<file path="src/rtl/mul_div_unit_if.sv">
// rtl/mul_div_unit_if.sv - request/result bundle between control unit and mul_div_unit
//
// Purpose: groups the request strobe, operands and result/handshake signals.
// Ports (all in the modports):
//   start, op_div, A, B           request side, driven by the master
//   HI, LO, busy, done,
//   div_by_zero                   result side, driven by the slave (mul_div_unit)
interface mul_div_unit_if #(
    parameter int WIDTH = 32
);
    logic             start;
    logic             op_div;
    logic [WIDTH-1:0] A;
    logic [WIDTH-1:0] B;
    logic [WIDTH-1:0] HI;
    logic [WIDTH-1:0] LO;
    logic             busy;
    logic             done;
    logic             div_by_zero;

    modport master (
        output start, op_div, A, B,
        input  HI, LO, busy, done, div_by_zero
    );

    modport slave (
        input  start, op_div, A, B,
        output HI, LO, busy, done, div_by_zero
    );
endinterface

</file>
<file path="src/rtl/mul_div_unit.sv">
// rtl/mul_div_unit.sv - multi-cycle signed multiply/divide, one bit per clock
//
// Purpose: signed MUL (shift-and-add) and DIV (restoring) on operand
// magnitudes, sign fixed up in a final cycle, result split into HI/LO.
// Ports:
//   clock    rising-edge clock
//   clear_n  asynchronous active-low reset
//   bus      slave side of mul_div_unit_if (start/op_div/A/B in,
//            HI/LO/busy/done/div_by_zero out)
module mul_div_unit #(
    parameter int WIDTH = 32
) (
    input  logic           clock,
    input  logic           clear_n,
    mul_div_unit_if.slave  bus
);
    localparam int CW = $clog2(WIDTH);

    typedef enum logic [1:0] {IDLE, CALC, FIX} state_t;

    state_t               state_q, state_d;
    logic [CW-1:0]        cnt_q, cnt_d;
    logic                 op_div_q, op_div_d;
    logic [WIDTH-1:0]     a_q, a_d, b_q, b_d;
    logic [2*WIDTH-1:0]   acc_q, acc_d;     // MUL: product; DIV: {remainder, quotient}
    logic [WIDTH-1:0]     hi_q, hi_d, lo_q, lo_d;
    logic                 busy_q, busy_d, done_q, done_d, dbz_q, dbz_d;

    logic [WIDTH-1:0]     a_mag, b_mag;
    logic [WIDTH:0]       trial;
    logic                 trial_ge;
    logic [WIDTH-1:0]     trial_diff;
    logic [WIDTH-1:0]     div_rem, div_quo;
    logic [2*WIDTH-1:0]   mul_acc;
    logic                 neg;

    // Magnitudes of the latched operands; MIN maps to 2^(WIDTH-1), which
    // still fits as an unsigned WIDTH-bit value.
    assign a_mag = a_q[WIDTH-1] ? -a_q : a_q;
    assign b_mag = b_q[WIDTH-1] ? -b_q : b_q;
    assign neg   = a_q[WIDTH-1] ^ b_q[WIDTH-1];

    // Restoring division step, dividend bits consumed MSB first.
    // The remainder is always below the divisor, so WIDTH bits hold it.
    assign trial      = {acc_q[2*WIDTH-1:WIDTH], a_mag[cnt_q]};
    assign trial_ge   = trial >= {1'b0, b_mag};
    assign trial_diff = WIDTH'(trial - {1'b0, b_mag});
    assign div_rem    = trial_ge ? trial_diff : trial[WIDTH-1:0];
    assign div_quo    = acc_q[WIDTH-1:0] | (trial_ge ? (WIDTH'(1) << cnt_q) : '0);

    // Shift-and-add, multiplier bits consumed MSB first.
    assign mul_acc = {acc_q[2*WIDTH-2:0], 1'b0}
                   + (b_mag[cnt_q] ? {{WIDTH{1'b0}}, a_mag} : '0);

    always_comb begin
        state_d  = state_q;
        cnt_d    = cnt_q;
        op_div_d = op_div_q;
        a_d      = a_q;
        b_d      = b_q;
        acc_d    = acc_q;
        hi_d     = hi_q;
        lo_d     = lo_q;
        busy_d   = busy_q;
        done_d   = 1'b0;
        dbz_d    = dbz_q;
        case (state_q)
            IDLE: begin
                if (bus.start) begin
                    op_div_d = bus.op_div;
                    a_d      = bus.A;
                    b_d      = bus.B;
                    acc_d    = '0;
                    cnt_d    = CW'(WIDTH - 1);
                    busy_d   = 1'b1;
                    state_d  = CALC;
                end
            end
            CALC: begin
                acc_d = op_div_q ? {div_rem, div_quo} : mul_acc;
                if (cnt_q == '0) begin
                    state_d = FIX;
                end else begin
                    cnt_d = cnt_q - CW'(1);
                end
            end
            FIX: begin
                if (op_div_q) begin
                    if (b_q == '0) begin
                        // Divide by zero: CALC result is discarded.
                        lo_d  = '1;
                        hi_d  = a_q;
                        dbz_d = 1'b1;
                    end else begin
                        // Quotient truncates toward zero; remainder follows the dividend.
                        lo_d  = neg ? -acc_q[WIDTH-1:0] : acc_q[WIDTH-1:0];
                        hi_d  = a_q[WIDTH-1] ? -acc_q[2*WIDTH-1:WIDTH] : acc_q[2*WIDTH-1:WIDTH];
                        dbz_d = 1'b0;
                    end
                end else begin
                    {hi_d, lo_d} = neg ? -acc_q : acc_q;
                    dbz_d        = 1'b0;
                end
                busy_d  = 1'b0;
                done_d  = 1'b1;
                state_d = IDLE;
            end
            default: state_d = IDLE;
        endcase
    end

    always_ff @(posedge clock or negedge clear_n) begin
        if (!clear_n) begin
            state_q  <= IDLE;
            cnt_q    <= '0;
            op_div_q <= 1'b0;
            a_q      <= '0;
            b_q      <= '0;
            acc_q    <= '0;
            hi_q     <= '0;
            lo_q     <= '0;
            busy_q   <= 1'b0;
            done_q   <= 1'b0;
            dbz_q    <= 1'b0;
        end else begin
            state_q  <= state_d;
            cnt_q    <= cnt_d;
            op_div_q <= op_div_d;
            a_q      <= a_d;
            b_q      <= b_d;
            acc_q    <= acc_d;
            hi_q     <= hi_d;
            lo_q     <= lo_d;
            busy_q   <= busy_d;
            done_q   <= done_d;
            dbz_q    <= dbz_d;
        end
    end

    assign bus.HI          = hi_q;
    assign bus.LO          = lo_q;
    assign bus.busy        = busy_q;
    assign bus.done        = done_q;
    assign bus.div_by_zero = dbz_q;
endmodule

</file>
<file path="src/flat_wrapper.sv">
// flat-port wrapper written by rule: the top's interface ports become plain ports
module mul_div_unit_flat 
#(
    parameter int WIDTH = 32
)
  (clock, clear_n, bus_start, bus_op_div, bus_A, bus_B, bus_HI, bus_LO, bus_busy, bus_done, bus_div_by_zero);
  mul_div_unit_if #(.WIDTH(WIDTH)) bus_i ();
  input  logic clock;
  input  logic clear_n;
  input wire logic [$bits(bus_i.start)-1:0] bus_start;
  input wire logic [$bits(bus_i.op_div)-1:0] bus_op_div;
  input wire logic [$bits(bus_i.A)-1:0] bus_A;
  input wire logic [$bits(bus_i.B)-1:0] bus_B;
  output wire logic [$bits(bus_i.HI)-1:0] bus_HI;
  output wire logic [$bits(bus_i.LO)-1:0] bus_LO;
  output wire logic [$bits(bus_i.busy)-1:0] bus_busy;
  output wire logic [$bits(bus_i.done)-1:0] bus_done;
  output wire logic [$bits(bus_i.div_by_zero)-1:0] bus_div_by_zero;
  assign bus_i.start = bus_start;
  assign bus_i.op_div = bus_op_div;
  assign bus_i.A = bus_A;
  assign bus_i.B = bus_B;
  assign bus_HI = bus_i.HI;
  assign bus_LO = bus_i.LO;
  assign bus_busy = bus_i.busy;
  assign bus_done = bus_i.done;
  assign bus_div_by_zero = bus_i.div_by_zero;
  mul_div_unit #(.WIDTH(WIDTH)) u_core (.clock(clock), .clear_n(clear_n), .bus(bus_i));
endmodule
</file>
<file path="config.mk">
export PLATFORM = sky130hd
export DESIGN_NAME = mul_div_unit_flat
export DESIGN_NICKNAME = d
export VERILOG_FILES = /design/src/rtl/mul_div_unit_if.sv /design/src/rtl/mul_div_unit.sv /design/src/flat_wrapper.sv
export SDC_FILE = /design/constraint.sdc
export NUM_CORES = 1
export LEC_CHECK = 0
export ABC_AREA = 0
export BUFFER_PORTS_ARGS = -buffer_cell sky130_fd_sc_hd__clkbuf_2
export CORE_ASPECT_RATIO = 0.7
export CORE_MARGIN = 1
export CORE_UTILIZATION = 55
export DETAILED_ROUTE_END_ITERATION = 8
export PLACE_DENSITY = 0.79
export SYNTH_ARGS = -nofsm -noshare
export SYNTH_HDL_FRONTEND = slang
export SYNTH_SLANG_ARGS = --single-unit
</file>
<file path="constraint.sdc">
create_clock -name clock -period 5.95 [get_ports clock]
set_clock_uncertainty 0.05 [all_clocks]
set_input_delay 1.19 -clock clock [delete_from_list [all_inputs] [get_ports clock]]
set_output_delay 1.19 -clock clock [all_outputs]
set_load 0.03 [all_outputs]
</file>
==> summary.md <==
| Metric | Value |
|---|---|
| Post-synth top flop | dfrtp_1 |
| Critical path launch point type | flip-flop |
| Clock buffer depth | 3 |
| Core area | approximately 30000 µm² |
| Clock sinks | approximately 200 |
| Total GRT Usage | 0.4034 |
| DIE HEIGHT | roughly 150 µm |
| # fillers | about 2600 |
| Placed inst area | ~19000 µm² |
| Via Count | between 15000 and 20000 |
| Wire per inst | 23.12 µm |
| Hold_ws | about 0.43 ns |
| Gpl congestion | about 1.1 |
| Total count of hold-check failures in the final report | 0 |
| Insertion delay to the later sink of the worst-skew pair | 0.55 ns |
| Most common cell in the netlist | nand2_1 |
| DR pass1 iterations | 6 |
| Yosys reg bits | between 200 and 250 |
| CP arrival | ~6.1 ns |
| Part of the Yosys area used for sequential elements | 0.2952 |
| Vias per cell | between 6 and 7 |
| Multi-input gate area | roughly 12000 µm² |
| Crit path required time | 6.31 ns |
| Ys async rst share | 1.000 |
| Setup CP Type | flip-flop to flip-flop |
| CTS Buf Count | 24 |
| First-pass GRT wire length | 98740 µm |
| Post-synth EDFFs | 0 |
| HP Class | flip-flop to flip-flop |
| Setup violations, final | 0 |
| Num ports | between 100 and 150 |
| Max-slew violations | 0 |
| Detailed Place HPWL | 49140 µm |
| Crit-path max FO | 6 |
| Layout Nets | roughly 2500 |
| Setup TNS | 0 ns |
| Final core utilization | 0.6656 |
| Post-synth top area cell | dfrtp_1 |
| Initial Util | 0.5667 |
| CTS root buf | clkbuf_16 |
| Routed WL | 65370 µm |
| Max-cap violations | 0 |
| Worst Setup End Kind | flip-flop |
| Worst slew margin | 0.3648 |
| Mapped Area | 17210 µm² |
| Mean Syn Cell Area | approximately 7.7 µm² |
| # diodes | 0 |
| Buffers added on ports | about 130 |
| Die area | around 32000 µm² |
| Outcome | finished, final reports clean |
| Max Clk Rate | about 170 MHz |
| Sequential cell area | ~5100 µm² |
| Die W | between 200 and 250 µm |
| Largest net degree at the start of global routing | between 100 and 150 |
| CTS tree | built |
| Row count | 53 |
| Synthesized net count | 2371 |
| Hold buffers post-CTS | 0 |
| CTS clock-pin slew for the worst setup and hold paths | 0.06 ns |
| Initial drt markers | ~2500 |
| H-tree Lvls | 1 |
| Worst slew pin tran | ~0.95 ns |
| Residual DRC count | 0 |
| YS warnings | 0 |
| GR Overflow Total | 0 |
| Synth top cells by count | nand2_1, dfrtp_1, nor2_1, o21ai_0, clkbuf_1 |
| Final period util | 0.9633 |
| Final instance area | about 20000 µm² |
| Syn Inst Count | ~2200 |
| Vias in the first global route | 16660 |
| Area share of the largest cell type after synthesis | 0.2952 |
| Post-synthesis cell type count | 79 |
| Min Tclk post-route | 5.732 ns |
| Post-route ant nets | 0 |
| Top post-synthesis cells by area | dfrtp_1, nand2_1, xor2_1 |
| P&R area growth vs syn | 17.46% |
| Fraction of layout cells with a size suffix above 1 | 0.1818 |
| Initial antenna violation count | 1 |
-- cells by family (layout without fill, tap and decap cells) --
group	after synthesis	count (layout)	share of synthesized area
flops	203	203	0.2952
simple gates	836	836	0.2238
xor+xnor	223	223	0.1135
mux	27	27	0.01665
fa+ha+maj	75	75	0.05540
buf+inv	217	404	0.04864
compound gates	647	647	0.2468
-- worst max-delay path, stage by stage (launching register included) --
cell	delay, ns
dfrtp_1	0.42
inv_1	0.09
ha_1	0.25
or4b_1	0.49
or4_4	0.48
o41a_1	0.34
xor2_1	0.23
a2bb2o_1	0.30
o21a_1	0.19
a211oi_2	0.29
nand2_1	0.09
ha_1	0.21
fa_1	0.39
nand2b_1	0.19
a21oi_2	0.23
o21ai_2	0.13
a311oi_2	0.25
a211oi_1	0.08
buf_4	0.15
o311ai_1	0.32
o21ai_0	0.12
a32oi_1	0.17
o211ai_1	0.11
-- path summary, 6_finish.rpt --
| kind | from | end | slack, ns | cells after the start |
|---|---|---|---|---|
| setup / recovery | u_core.a_q[1]$_DFFE_PN0P_ | u_core.acc_q[62]$_DFFE_PN0P_ | 0.22 | 22 |
| max in group asynchronous | clear_n | u_core.a_q[31]$_DFFE_PN0P_ | 4.05 | 2 |
| min in group asynchronous | clear_n | u_core.acc_q[56]$_DFFE_PN0P_ | 0.67 | 1 |
| hold / removal | u_core.bus.HI[11]$_DFFE_PN0P_ | u_core.bus.HI[11]$_DFFE_PN0P_ | 0.43 | 1 |
| setup reg to reg | u_core.a_q[1]$_DFFE_PN0P_ | u_core.acc_q[62]$_DFFE_PN0P_ | 0.22 | 22 |
| hold reg to reg | u_core.bus.HI[11]$_DFFE_PN0P_ | u_core.bus.HI[11]$_DFFE_PN0P_ | 0.43 | 1 |
-- routing by layer --
layer	vias to the layer above	part of all wire	wire (µm)	track usage
met5	-	0	0	0
met4	0	0.018	1178	0.07357
met3	121	0.17	10850	0.1786
met2	1250	0.38	24620	0.5214
met1	8858	0.44	28720	0.6055
li1	8378	-	-	-
-- placed cells by master (no fill, tap or decap), types with 17 or more instances in the layout --
cell type / Yosys / final
mux2i_1: 23 / 22
a21o_1: 29 / 28
nor2b_1: 17 / 17
nor4_1: 21 / 19
and3_1: 33 / 33
o21ai_0: 160 / 154
nand3_1: 44 / 44
clkbuf_2: 1 / 133
inv_1: 40 / 40
o211ai_1: 17 / 17
nand4_1: 35 / 35
xnor2_1: 95 / 94
a211oi_1: 38 / 36
dfrtp_1: 203 / 202
nand2_1: 361 / 360
a21oi_1: 139 / 137
nor3_1: 29 / 26
clkbuf_16: 0 / 25
a31oi_1: 55 / 55
xor2_1: 128 / 126
buf_4: 0 / 176
or3_1: 19 / 19
o31ai_1: 41 / 38
ha_1: 73 / 71
nor2_1: 190 / 186
o221ai_1: 26 / 26
-- area by class of cell --
class                           count  share of cell area
Inverter                           45            0.008356
Clock buffer                       27             0.03181
Multi-Input combinational cell   1808              0.5700
Sequential cell                   203              0.2513
Tap cell                          412             0.02550
Timing Repair Buffer              315              0.1024
Clock inverter                     17             0.01052
-- metrics by stage --
stage          instances  setup WS, ns
2_1_floorplan       2228       0.05386
5_1_grt             2827      -0.06790
3_5_place_dp        2779       -0.1960
3_3_place_gp        2779       0.07216
4_1_cts             2823       0.04591
6_report            2827        0.2185
-- sequential cells by signal, indices dropped and copies added, names as in the netlist --
signal	cells
u_core.b_q	32
u_core.op_div_q	1
u_core.state_q	2
u_core.bus.div_by_zero	1
u_core.bus.done	1
u_core.acc_q	64
u_core.bus.HI	32
u_core.bus.busy	1
u_core.bus.LO	32
u_core.cnt_q	5
u_core.a_q	32
-- what timing repair did --
| action | 4_1_cts | 5_1_grt |
|---|---|---|
| hold endpoints to repair | 0 | 0 |
| pin swaps | 3 | 12 |
| cloned | 0 | 1 |
| buffers inserted | 0 | 3 |
| setup endpoints to repair | 28 | 54 |
| gates resized for setup | 10 | 43 |
Power is left out: the tool's default activity adds up to more than one toggle a clock period on the data nets, which glitch-free logic cannot reach.
